**src/rtl/fp_int_mac_pkg.sv**
```systemverilog
// Shared definitions for the fp_int_mul MAC tile: sequencer state encoding,
// default operand widths and FP16 field layout.
package fp_int_mac_pkg;

  localparam int ACT_WIDTH_DEF = 16;
  localparam int W_WIDTH_DEF   = 4;

  localparam int FP16_SIGN_W = 1;
  localparam int FP16_EXP_W  = 5;
  localparam int FP16_MAN_W  = 10;

  typedef enum logic [2:0] {
    ST_IDLE  = 3'd0,
    ST_FETCH = 3'd1,
    ST_ISSUE = 3'd2,
    ST_WAIT  = 3'd3,
    ST_DONE  = 3'd4
  } seq_state_t;

endpackage

```
**src/rtl/fp_int_mul_seq.sv**
```systemverilog
// Sequencer for one fp_int_mul datapath: streams cmd_len activation/weight pairs
// through the multiplier one at a time and frames the products for the accumulator.
module fp_int_mul_seq
  import fp_int_mac_pkg::*;
#(
  parameter int ACT_WIDTH = ACT_WIDTH_DEF,
  parameter int W_WIDTH   = W_WIDTH_DEF,
  parameter int LEN_W     = 8,
  parameter int TIMEOUT   = 64
) (
  input  logic                 clk,
  input  logic                 rst,
  input  logic                 cmd_start,
  input  logic [LEN_W-1:0]     cmd_len,
  input  logic                 cmd_abort,
  output logic                 busy,
  output logic                 done,
  output logic                 err,
  input  logic                 in_valid,
  output logic                 in_ready,
  input  logic [ACT_WIDTH-1:0] in_act,
  input  logic [W_WIDTH-1:0]   in_w,
  output logic                 mul_start,
  output logic [ACT_WIDTH-1:0] mul_act,
  output logic [W_WIDTH-1:0]   mul_w,
  input  logic                 mul_busy,
  input  logic                 mul_done,
  output logic                 acc_clear,
  output logic                 acc_valid,
  output logic                 acc_last
);

  localparam int TMR_W = $clog2(TIMEOUT + 1);

  seq_state_t       state;
  logic [LEN_W-1:0] len;
  logic [LEN_W-1:0] cnt;
  logic [TMR_W-1:0] timer;
  logic             last_pair;
  logic             timed_out;

  assign last_pair = (cnt == len - LEN_W'(1));
  assign timed_out = (timer == TMR_W'(TIMEOUT - 1));

  assign busy      = (state != ST_IDLE);
  assign in_ready  = (state == ST_FETCH);
  // An abort in the same cycle drops the in-flight product.
  assign acc_valid = (state == ST_WAIT) && mul_done && !cmd_abort;
  assign acc_last  = acc_valid && last_pair;

  always_ff @(posedge clk or negedge rst) begin
    if (!rst) begin
      state     <= ST_IDLE;
      len       <= '0;
      cnt       <= '0;
      timer     <= '0;
      err       <= 1'b0;
      done      <= 1'b0;
      mul_start <= 1'b0;
      acc_clear <= 1'b0;
      mul_act   <= '0;
      mul_w     <= '0;
    end else begin
      mul_start <= 1'b0;
      acc_clear <= 1'b0;
      done      <= 1'b0;
      if (cmd_abort) begin
        state <= ST_IDLE;
      end else begin
        case (state)
          ST_IDLE: begin
            if (cmd_start) begin
              err <= 1'b0;
              if (cmd_len != '0) begin
                len       <= cmd_len;
                cnt       <= '0;
                acc_clear <= 1'b1;
                state     <= ST_FETCH;
              end else begin
                done  <= 1'b1;
                state <= ST_DONE;
              end
            end
          end
          ST_FETCH: begin
            if (in_valid) begin
              mul_act <= in_act;
              mul_w   <= in_w;
              state   <= ST_ISSUE;
            end
          end
          ST_ISSUE: begin
            if (!mul_busy) begin
              mul_start <= 1'b1;
              timer     <= '0;
              state     <= ST_WAIT;
            end
          end
          ST_WAIT: begin
            // A result arriving on the timeout cycle still counts.
            if (mul_done) begin
              cnt <= cnt + LEN_W'(1);
              if (last_pair) begin
                done  <= 1'b1;
                state <= ST_DONE;
              end else begin
                state <= ST_FETCH;
              end
            end else if (timed_out) begin
              err   <= 1'b1;
              done  <= 1'b1;
              state <= ST_DONE;
            end else begin
              timer <= timer + TMR_W'(1);
            end
          end
          ST_DONE: begin
            state <= ST_IDLE;
          end
          default: begin
            state <= ST_IDLE;
          end
        endcase
      end
    end
  end

endmodule
```
**config.mk**
```make
export PLATFORM = sky130hd
export DESIGN_NAME = fp_int_mul_seq
export DESIGN_NICKNAME = d
export VERILOG_FILES = /design/src/rtl/fp_int_mac_pkg.sv /design/src/rtl/fp_int_mul_seq.sv
export SDC_FILE = /design/constraint.sdc
export NUM_CORES = 1
export LEC_CHECK = 0
export ABC_CLOCK_PERIOD_IN_PS = 3100
export BUFFER_PORTS_ARGS = -buffer_cell sky130_fd_sc_hd__buf_2
export CAP_MARGIN = 15
export CORE_MARGIN = 4
export CORE_UTILIZATION = 39
export CTS_CLUSTER_DIAMETER = 120
export DETAILED_ROUTE_END_ITERATION = 8
export PLACE_DENSITY = 0.65
export SLEW_MARGIN = 20
export SYNTH_ARGS = -nofsm -noshare
export SYNTH_HDL_FRONTEND = slang
export SYNTH_SLANG_ARGS = --single-unit
export TNS_END_PERCENT = 10
```
**constraint.sdc**
```tcl
create_clock -name clk -period 3.1 [get_ports clk]
set_clock_uncertainty 0.1 [all_clocks]
set_input_delay 0.775 -clock clk [delete_from_list [all_inputs] [get_ports clk]]
set_output_delay 0.775 -clock clk [all_outputs]
set_load 0.005 [all_outputs]
```
==> results of run 1 <==
sequential cells by signal, summed over array words and instances, names as in the netlist:
| name | flops |
|---|---|
| mul_act | 16 |
| timer | 7 |
| acc_clear | 1 |
| state | 3 |
| cnt | 8 |
| done | 1 |
| mul_start | 1 |
| mul_w | 4 |
| err | 1 |
| len | 8 |
worst register-to-register path, cell delays in order (launching register included):
cell      delay, ns
dfrtp_1        0.55
or3b_1         0.46
a21boi_2       0.27
nand4_1        0.22
or4_1          0.51
o21ai_1        0.09
layout make-up:
class | instances | area share [%]
sequential | 50 | 40.55
multi-input combinational | 165 | 39.86
timing repair buffer | 70 | 12.00
tap | 75 | 3.041
clock buffer | 6 | 2.676
clock inverter | 2 | 1.257
inverter | 5 | 0.6083
power groups by stage:
stage               combinational, mW  sequential (mW)  clock (mW)
finish                          0.873             1.06       0.494
global route                    0.964             1.10       0.533
CTS                             0.861             1.05       0.510
detailed placement              0.817             1.06           0
global placement                0.798             1.06           0
floorplan                       0.541             1.03           0
stage by stage:
stage | instance area, um2 | hold WS (ns) | setup slack (ns) | power (mW) | util (%)
2_1_floorplan | 2505 | 0.3794 | 0.4933 | 1.568 | -
3_3_place_gp | 2905 | 0.3821 | 0.2534 | 1.856 | 47.94
3_5_place_dp | 2905 | 0.3883 | 0.1933 | 1.880 | 47.94
4_1_cts | 3055 | 0.4159 | 0.02662 | 2.417 | 50.41
5_1_grt | 3085 | 0.4273 | 0.009111 | 2.593 | 50.91
6_report | 3085 | 0.4107 | 0.1520 | 2.426 | 50.91
per-layer routing:
layer	up-vias	part of all wire, %	track usage, %
li1	968	-	-
met1	954	45	19.74
met2	40	49	23.01
met3	4	4.8	3.951
met4	0	1.1	4.945
met5	-	0	0
logic make-up after synthesis:
family,synth area share (%)
AOI/OAI and AO/OA,10.29
xor gates and xnor gates,5.944
adders and majority gates,1.499
buffers and inverters,2.398
DFF,49.95
muxes,12.49
and+or+nand+nor,17.43
worst paths after layout:
| kind | end | start | slack [ns] | cells past startpoint |
|---|---|---|---|---|
| setup / recovery | acc_last | len[0] | 0.15 | 8 |
| hold / removal | mul_act[7] | mul_act[7] | 0.41 | 1 |
| setup reg to reg | cnt[7] | state[0] | 0.83 | 5 |
| hold reg to reg | mul_act[7] | mul_act[7] | 0.41 | 1 |
| max in group asynchronous | len[3] | rst | 1.99 | 2 |
| min in group asynchronous | done | rst | 0.45 | 2 |
placed cells by master (no fill, tap or decap), drive strengths merged, types with 3 or more instances in the layout:
cell    synthesis  final
nand2          13     13
clkbuf          7      6
nand4           4      4
nor2           17     17
nor3            5      5
a21oi           6      6
xor2            7      7
or3             5      5
mux2           26     26
xnor2          10     10
a31oi           4      4
inv             5      6
buf             2     70
and3            4      4
dfrtp          50     50
o21ai           9      9
a211oi          3      3
nor4            3      3
ha              3      3
nand2b          6      6
nand3           6      6
or4             4      4
repair_timing:
item / in CTS / in global routing
setup buffers: 2 / 1
resized for setup: 3 / 4
pin swaps: 0 / 4
endpoints found under the setup margin: 1 / 1
==> results.py, run 1 <==
metrics = {
    "clock_network": {
        "clk_latency_ns": 0.30,
        "clock-sinks": 50,
        "cts_tree": "done",
        "cts_buffers": 5,
        "root_buffer": "clkbuf_8",
        "clk_pin_slew_worst_paths_ns": 0.10,
        "hold_buffers": 0,
        "cts_buffer_depth": 2,
        "htree_num_levels": 2,
    },
    "route": {
        "route.vias.total": 1966,
        "drtIter0Drc": 118,
        "routed_wl_um": 5533,
        "ant_nets": 0,
        "drc": 0,
        "viasPerCell": 5.271,
        "dr.pass1.iters": 4,
        "wl_per_cell_um": 14.83,
    },
    "floorplanning": {
        "ioPinCount": 63,
        "die_y_um": 88.14,
        "start_util_pct": 41.33,
        "die_area_mm2": 0.007769,
        "fp-row-count": 28,
        "core_mm2": 0.006061,
        "die_w_um": 88.14,
    },
    "synthesis": {
        "synthMostInstantiatedCell": "dfrtp_1",
        "ys_seq_area_share_pct": 49.95,
        "synth_largest_area_cell": "dfrtp_1",
        "yosysWarningCount": 0,
        "ys.flop_type": "dfrtp_1",
        "syn-cell-area_mm2": 0.002505,
        "synth_commonest_cells": "dfrtp_1, mux2_2, nor2_1",
        "synth_fp_nets": 267,
        "yosys_register_bits": 50,
        "syn_avg_cell_area_um2": 10.94,
        "synth-edff-count": 0,
        "synthDistinctLibCells": 48,
        "synthTopCellsByArea": "dfrtp_1, mux2_2, xnor2_1",
        "synthCells": 229,
        "async_reset_ff_share_pct": 100.0,
        "yosysTopAreaCellShare_pct": 49.95,
    },
    "timing": {
        "hold_violations": 0,
        "final-setup-viol-count": 0,
        "worst_pin_slew_ns": 0.6896,
        "slew_headroom_pct": 53.43,
        "drv_slew": 0,
        "rsz0062_at_grt": "false",
        "timing.final.crit_period_ns": 2.948,
        "setup-tns-final_ns": 0,
        "fin_crit_sh_pct": 95.10,
        "fmax_ghz": 0.3392,
    },
    "worst_setup_path": {
        "cp_num_buf_inv": 2,
        "worstPathMaxFanout": 8,
        "worstPathArrival_ns": 2.07,
        "critPathLaunchType": "register",
        "slowest_stage": "dfrtp_1",
        "max_stage_delay_ns": 0.37,
        "crit_family": "simple AND/OR/NAND/NOR gates",
        "worstSetupEndpointType": "output pin",
        "cp.required_ns": 2.22,
        "setup.worst_path.class": "register to output pin",
        "cp_cell_sequence": "inv_1, ha_2, nor2b_1, or3_1, a31oi_2, o2111ai_2, nor2_1, buf_2",
    },
    "power": {
        "seq_power_share_pct": 43.7,
        "leakagePower_nw": 1.445,
        "swShare_pct": 33.16,
        "clock_power_share_pct": 20.3,
        "p_per_area_mw_per_mm2": 786.2,
        "power_switching_mw": 0.8045,
        "vdd.ir_drop.worst_v": 0.0004201,
        "p_int_mw": 1.621,
        "power_frac_comb_pct": 36.0,
    },
    "grt": {
        "grt_pass1_vias": 1868,
        "overflow": 0,
        "grt_pass1_wl_um": 9018,
        "grt_max_degree": 51,
        "track_usage_pct": 14.68,
        "antenna_found_initial": 0,
    },
    "finish": {
        "layoutNonFillerInstCount": 373,
        "fillers": 586,
        "nNetsFinal": 335,
        "antenna_cells": 0,
        "regArea_mm2": 0.001251,
        "drive_above_1_share_pct": 37.92,
        "multi_input_area_mm2": 0.001230,
        "area_delta_synth_final_pct": 23.18,
    },
    "hold_path": {
        "hold_class": "register to register",
    },
    "place": {
        "dpl.cell_count": 362,
        "place_congestion": 0.8061,
        "dp_hpwl_um": 3935,
        "port_buffers": 62,
    },
    "flow_run": {
        "cap_violations": 0,
    },
    "outcome": {
        "status": "finished clean",
    },
}
Power figures use the tool's default switching activity.
==> run 2: changes to the inputs <==
- REMOVE_ABC_BUFFERS: unset -> 1
==> run 2 against run 1 <==
Clock power is 24% lower. Setup slack worse by 0.023 ns. Register-to-register slack improved by 0.04 ns. Combinational power is essentially flat. Sequential share of layout area up 0.58 points. Routed wire length grew 1.8%. Power shrank 5.0%. Cell area is 1.4% lower. Critical path depth is the same. Worst hold slack got worse by 0.0051 ns. First-iteration DRC count decreased by 6.8%. Critical path type unchanged. Critical endpoint unchanged. Largest cell class unchanged.
==> results.py, run 2 (synthesis results as in run 1) <==
metrics = {
    "floorplanning": {
        "start_util_pct": 41.33,
        "die_area_mm2": 0.007769,
        "die_w_um": 88.14,
        "ioPinCount": 63,
        "core_mm2": 0.006061,
        "die_y_um": 88.14,
        "fp-row-count": 28,
    },
    "grt": {
        "grt_pass1_wl_um": 9570,
        "grt_max_degree": 51,
        "busiest_layer": "met2",
        "grtUsageMet3_pct": 4.704,
        "grtUsageMet1_pct": 20.89,
        "met2_usage_pct": 24.11,
        "overflow": 0,
        "track_usage_pct": 15.46,
        "antenna_found_initial": 0,
        "grt_pass1_vias": 2010,
    },
    "finish": {
        "mostFrequentLayoutCells": "buf_2, dfrtp_1, mux2_2",
        "multi_input_area_mm2": 0.001225,
        "fillers": 568,
        "layoutNonFillerInstCount": 372,
        "top_regs": "mul_act (16), cnt (8), len (8)",
        "drive_above_1_share_pct": 37.37,
        "area_delta_synth_final_pct": 21.43,
        "nNetsFinal": 334,
        "regArea_mm2": 0.001251,
        "largest-register": "mul_act",
        "largest_register_ff_count": 16,
        "layout_commonest_cell": "buf_2",
        "antenna_cells": 0,
    },
    "outcome": {
        "status": "finished clean",
    },
    "place": {
        "place_congestion": 0.8782,
        "port_buffers": 62,
        "dpl.cell_count": 361,
        "pre_cts_slack_ns": 0.1607,
        "dp_hpwl_um": 4152,
    },
    "clock_network": {
        "root_buffer": "clkbuf_8",
        "cts_buffers": 5,
        "hold_buffers": 0,
        "cts_tree": "done",
        "clk_latency_ns": 0.30,
        "clk_pin_slew_worst_paths_ns": 0.10,
        "cts_buffer_depth": 2,
        "htree_num_levels": 2,
        "clock-sinks": 50,
    },
    "timing": {
        "drv_slew": 0,
        "fin_crit_sh_pct": 95.85,
        "setup-tns-final_ns": 0,
        "final-setup-viol-count": 0,
        "rsz0062_at_grt": "false",
        "hold_violations": 0,
        "worst_pin_slew_ns": 0.7451,
        "fmax_ghz": 0.3366,
        "slew_headroom_pct": 49.94,
        "worst_slack_ns": 0.1287,
        "timing.final.crit_period_ns": 2.971,
    },
    "worst_setup_path": {
        "critPathLaunchType": "register",
        "cp.required_ns": 2.22,
        "cp_cell_sequence": "inv_1, ha_2, o21bai_1, a2111oi_1, a311o_1, o2111ai_2, nor2_1, buf_2",
        "worstPathMaxFanout": 8,
        "worstPathArrival_ns": 2.10,
        "worstSetupEndpointType": "output pin",
        "setup.worst_path.class": "register to output pin",
        "slowest_stage": "a2111oi_1",
        "crit_family": "compound AO/OA/AOI/OAI gates",
        "max_stage_delay_ns": 0.38,
        "cp_num_buf_inv": 2,
    },
    "route": {
        "routed_wl_um": 5630,
        "dr.pass1.iters": 4,
        "drtIter0Drc": 110,
        "viasPerCell": 5.328,
        "drc": 0,
        "ant_nets": 0,
        "wl_per_cell_um": 15.13,
        "route.vias.total": 1982,
    },
    "flow_run": {
        "cap_violations": 0,
    },
    "power": {
        "p_per_area_mw_per_mm2": 758.0,
        "leakagePower_nw": 1.422,
        "vdd.ir_drop.worst_v": 0.0004185,
    },
    "hold_path": {
        "hold_class": "register to register",
    },
}
[run 2: cell types whose count changed in the layout (fill, tap and decap cells not counted), sizes merged]
cell,previous run,this run
bufinv,1,0
clkbuf,6,5
clkinv,0,2
inv,6,5
clkinvlp,0,1
buf,70,69
[run 2: final timing paths]
path,from,end,slack (ns),cells past startpoint
max in group asynchronous,rst,cnt[2],2.01,2
worst min-delay path,mul_act[11],mul_act[11],0.41,1
worst max-delay path,len[0],acc_last,0.13,8
min in group asynchronous,rst,mul_act[7],0.47,2
worst min register to register,mul_act[11],mul_act[11],0.41,1
worst max register to register,state[0],cnt[7],0.87,5
[run 2: layout make-up]
class | instances | share of cell area, %
well taps | 75 | 3.085
repair buffers | 69 | 11.93
clock inverters | 3 | 0.6993
flip-flops and latches | 50 | 41.14
multi-input cells | 165 | 40.27
inverters | 5 | 0.6170
clock buffers | 5 | 2.262
[run 2: stage by stage]
stage	util, %	hold slack, ns	power (mW)	area (um2)
global route	50.19	0.4346	2.494	3042
global placement	47.81	0.3833	1.858	2898
detailed placement	47.81	0.3875	1.889	2898
CTS	49.69	0.4100	2.300	3012
finish	50.19	0.4055	2.305	3042
floorplan	-	0.3794	1.553	2464
[run 2: routing by layer]
metal | up-vias | wire length (um) | share of wire, %
li1 | 965 | - | -
met1 | 945 | 2488 | 44
met2 | 60 | 2660 | 47
met3 | 12 | 390 | 6.9
met4 | 0 | 91 | 1.6
met5 | - | 0 | 0
[run 2: what timing repair did]
action | in CTS | in global routing
resized for setup | 4 | 2
setup buffers | 1 | 2
endpoints found under the hold margin | 0 | 0
cloned | 0 | 0
pin swaps | 0 | 1
endpoints found under the setup margin | 1 | 1
[run 2: worst register-to-register path, stage by stage (launching register included)]
cell and delay (ns):
dfrtp_1 0.53, or3b_1 0.45, a21boi_2 0.27, nand4_1 0.22
or4_1 0.51, o21ai_1 0.09
[run 2: power by group]
group	internal [mW]	switching [mW]
Sequential	0.866	0.192
Clock	0.159	0.216
Combinational	0.484	0.389
Total	1.51	0.797
==> run 3: changes to the inputs <==
- CORE_MARGIN: 4 -> 2
==> run 3 against run 2 <==
Worst hold slack got worse by 0.045 ns. Routed wire length is 2.6% lower. Largest cell class unchanged. Sequential share of layout area decreased by 0.62 points. Die area shrank 8.9%. Sequential power about the same.
==> results.py, run 3 (synthesis results as in run 1) <==
metrics = {
    "outcome": {
        "status": "finished clean",
    },
    "floorplanning": {
        "die_area_mm2": 0.007080,
        "core_mm2": 0.006277,
        "fp-row-count": 29,
        "start_util_pct": 39.90,
        "die_y_um": 84.14,
        "ioPinCount": 63,
        "die_w_um": 84.14,
    },
    "finish": {
        "utilization_pct": 49.19,
        "top_regs": "mul_act (16), cnt (8), len (8)",
        "nNetsFinal": 335,
        "layout_commonest_cell": "buf_2",
        "largest_register_ff_count": 16,
        "antenna_cells": 0,
        "drive_above_1_share_pct": 37.92,
        "mostFrequentLayoutCells": "buf_2, dfrtp_1, mux2_2",
        "fillers": 579,
        "largest-register": "mul_act",
        "area_delta_synth_final_pct": 23.28,
        "layoutNonFillerInstCount": 375,
    },
    "timing": {
        "final-setup-viol-count": 0,
        "slew_headroom_pct": 54.11,
        "fin_crit_sh_pct": 96.82,
        "fmax_ghz": 0.3332,
        "drv_slew": 0,
        "hold_violations": 0,
        "timing.final.crit_period_ns": 3.001,
        "worst_pin_slew_ns": 0.6831,
        "worst_slack_ns": 0.09872,
        "setup-tns-final_ns": 0,
    },
    "worst_setup_path": {
        "cp_cell_sequence": "inv_1, ha_4, nor2b_1, or3_4, a31oi_2, o2111ai_2, nor2_1, buf_2",
        "slowest_stage": "or3_4",
        "cp_num_buf_inv": 2,
        "worstSetupEndpointType": "output pin",
        "crit_family": "simple AND/OR/NAND/NOR gates",
        "max_stage_delay_ns": 0.38,
        "worstPathArrival_ns": 2.13,
        "cp.required_ns": 2.22,
        "setup.worst_path.class": "register to output pin",
        "critPathLaunchType": "register",
        "worstPathMaxFanout": 8,
    },
    "grt": {
        "grt_pass1_vias": 1892,
        "track_usage_pct": 15.85,
        "antenna_found_initial": 0,
        "overflow": 0,
        "grt_pass1_wl_um": 9032,
        "grt_max_degree": 27,
    },
    "clock_network": {
        "clk_pin_slew_worst_paths_ns": 0.10,
        "cts_tree": "done",
        "cts_buffers": 5,
        "htree_num_levels": 2,
        "cts_buffer_depth": 2,
        "root_buffer": "clkbuf_8",
        "clock-sinks": 50,
        "clk_latency_ns": 0.31,
    },
    "route": {
        "drc": 0,
        "drtIter0Drc": 125,
        "viasPerCell": 5.309,
        "routed_wl_um": 5484,
        "ant_nets": 0,
        "route.vias.total": 1991,
        "wl_per_cell_um": 14.62,
        "dr.pass1.iters": 4,
    },
    "place": {
        "port_buffers": 62,
        "place_congestion": 0.8289,
        "dpl.cell_count": 364,
        "pre_cts_slack_ns": 0.2048,
        "dp_hpwl_um": 3977,
    },
    "power": {
        "leakagePower_nw": 1.437,
        "p_per_area_mw_per_mm2": 769.5,
        "p_total_mw": 2.376,
        "vdd.ir_drop.worst_v": 0.0004125,
    },
    "flow_run": {
        "cap_violations": 0,
    },
    "hold_path": {
        "hold_class": "input port to async pin",
    },
}
run 3: cell count changes in the layout (fill, tap and decap cells not counted), sizes merged:
cell	change
buf	+1
clkbuf	+1
clkinv	-2
inv	+1
run 3: path summary, 6_finish.rpt:
check	startpoint	endpoint	slack, ns	depth (start not counted)
setup / recovery	len[0]	acc_last	0.1	8
hold / removal	rst	mul_act[8]	0.36	1
setup reg to reg	state[0]	cnt[7]	0.88	5
hold reg to reg	mul_act[3]	mul_act[3]	0.41	1
max in group asynchronous	rst	mul_act[14]	2.00	2
min in group clk	mul_act[3]	mul_act[3]	0.41	1
run 3: cell type report:
cell class | count | area [um2] | area share, %
sequential | 50 | 1251 | 40.52
clock inverter | 2 | 16.27 | 0.5267
clock buffer | 6 | 82.58 | 2.674
tap | 77 | 96.34 | 3.120
multi-input combinational | 165 | 1240 | 40.15
timing repair buffer | 70 | 382.9 | 12.40
inverter | 5 | 18.77 | 0.6078
run 3: timing repair:
action / 4_1_cts / 5_1_grt
setup buffers: 1 / 2
gates resized for setup: 4 / 4
endpoints found under the setup margin: 1 / 1
pin swaps: 1 / 3
hold buffers: 0 / 0
run 3: per-layer routing:
metal	global-route usage [%]	vias up	wire length [um]
li1	-	969	-
met1	20.47	965	2399
met2	26.55	51	2789
met3	3.343	6	237
met4	5.425	0	57
met5	0	-	0
run 3: report_power, final:
group	internal, mW	switching [mW]
registers	0.866	0.190
clock network	0.184	0.226
logic	0.509	0.402
run 3: metrics by stage:
stage | cell area (um2) | hold WS (ns)
after CTS | 3048 | 0.3733
after global placement | 2920 | 0.3840
after global routing | 3088 | 0.3842
final | 3088 | 0.3605
after detailed placement | 2920 | 0.3867
after floorplan | 2464 | 0.3794
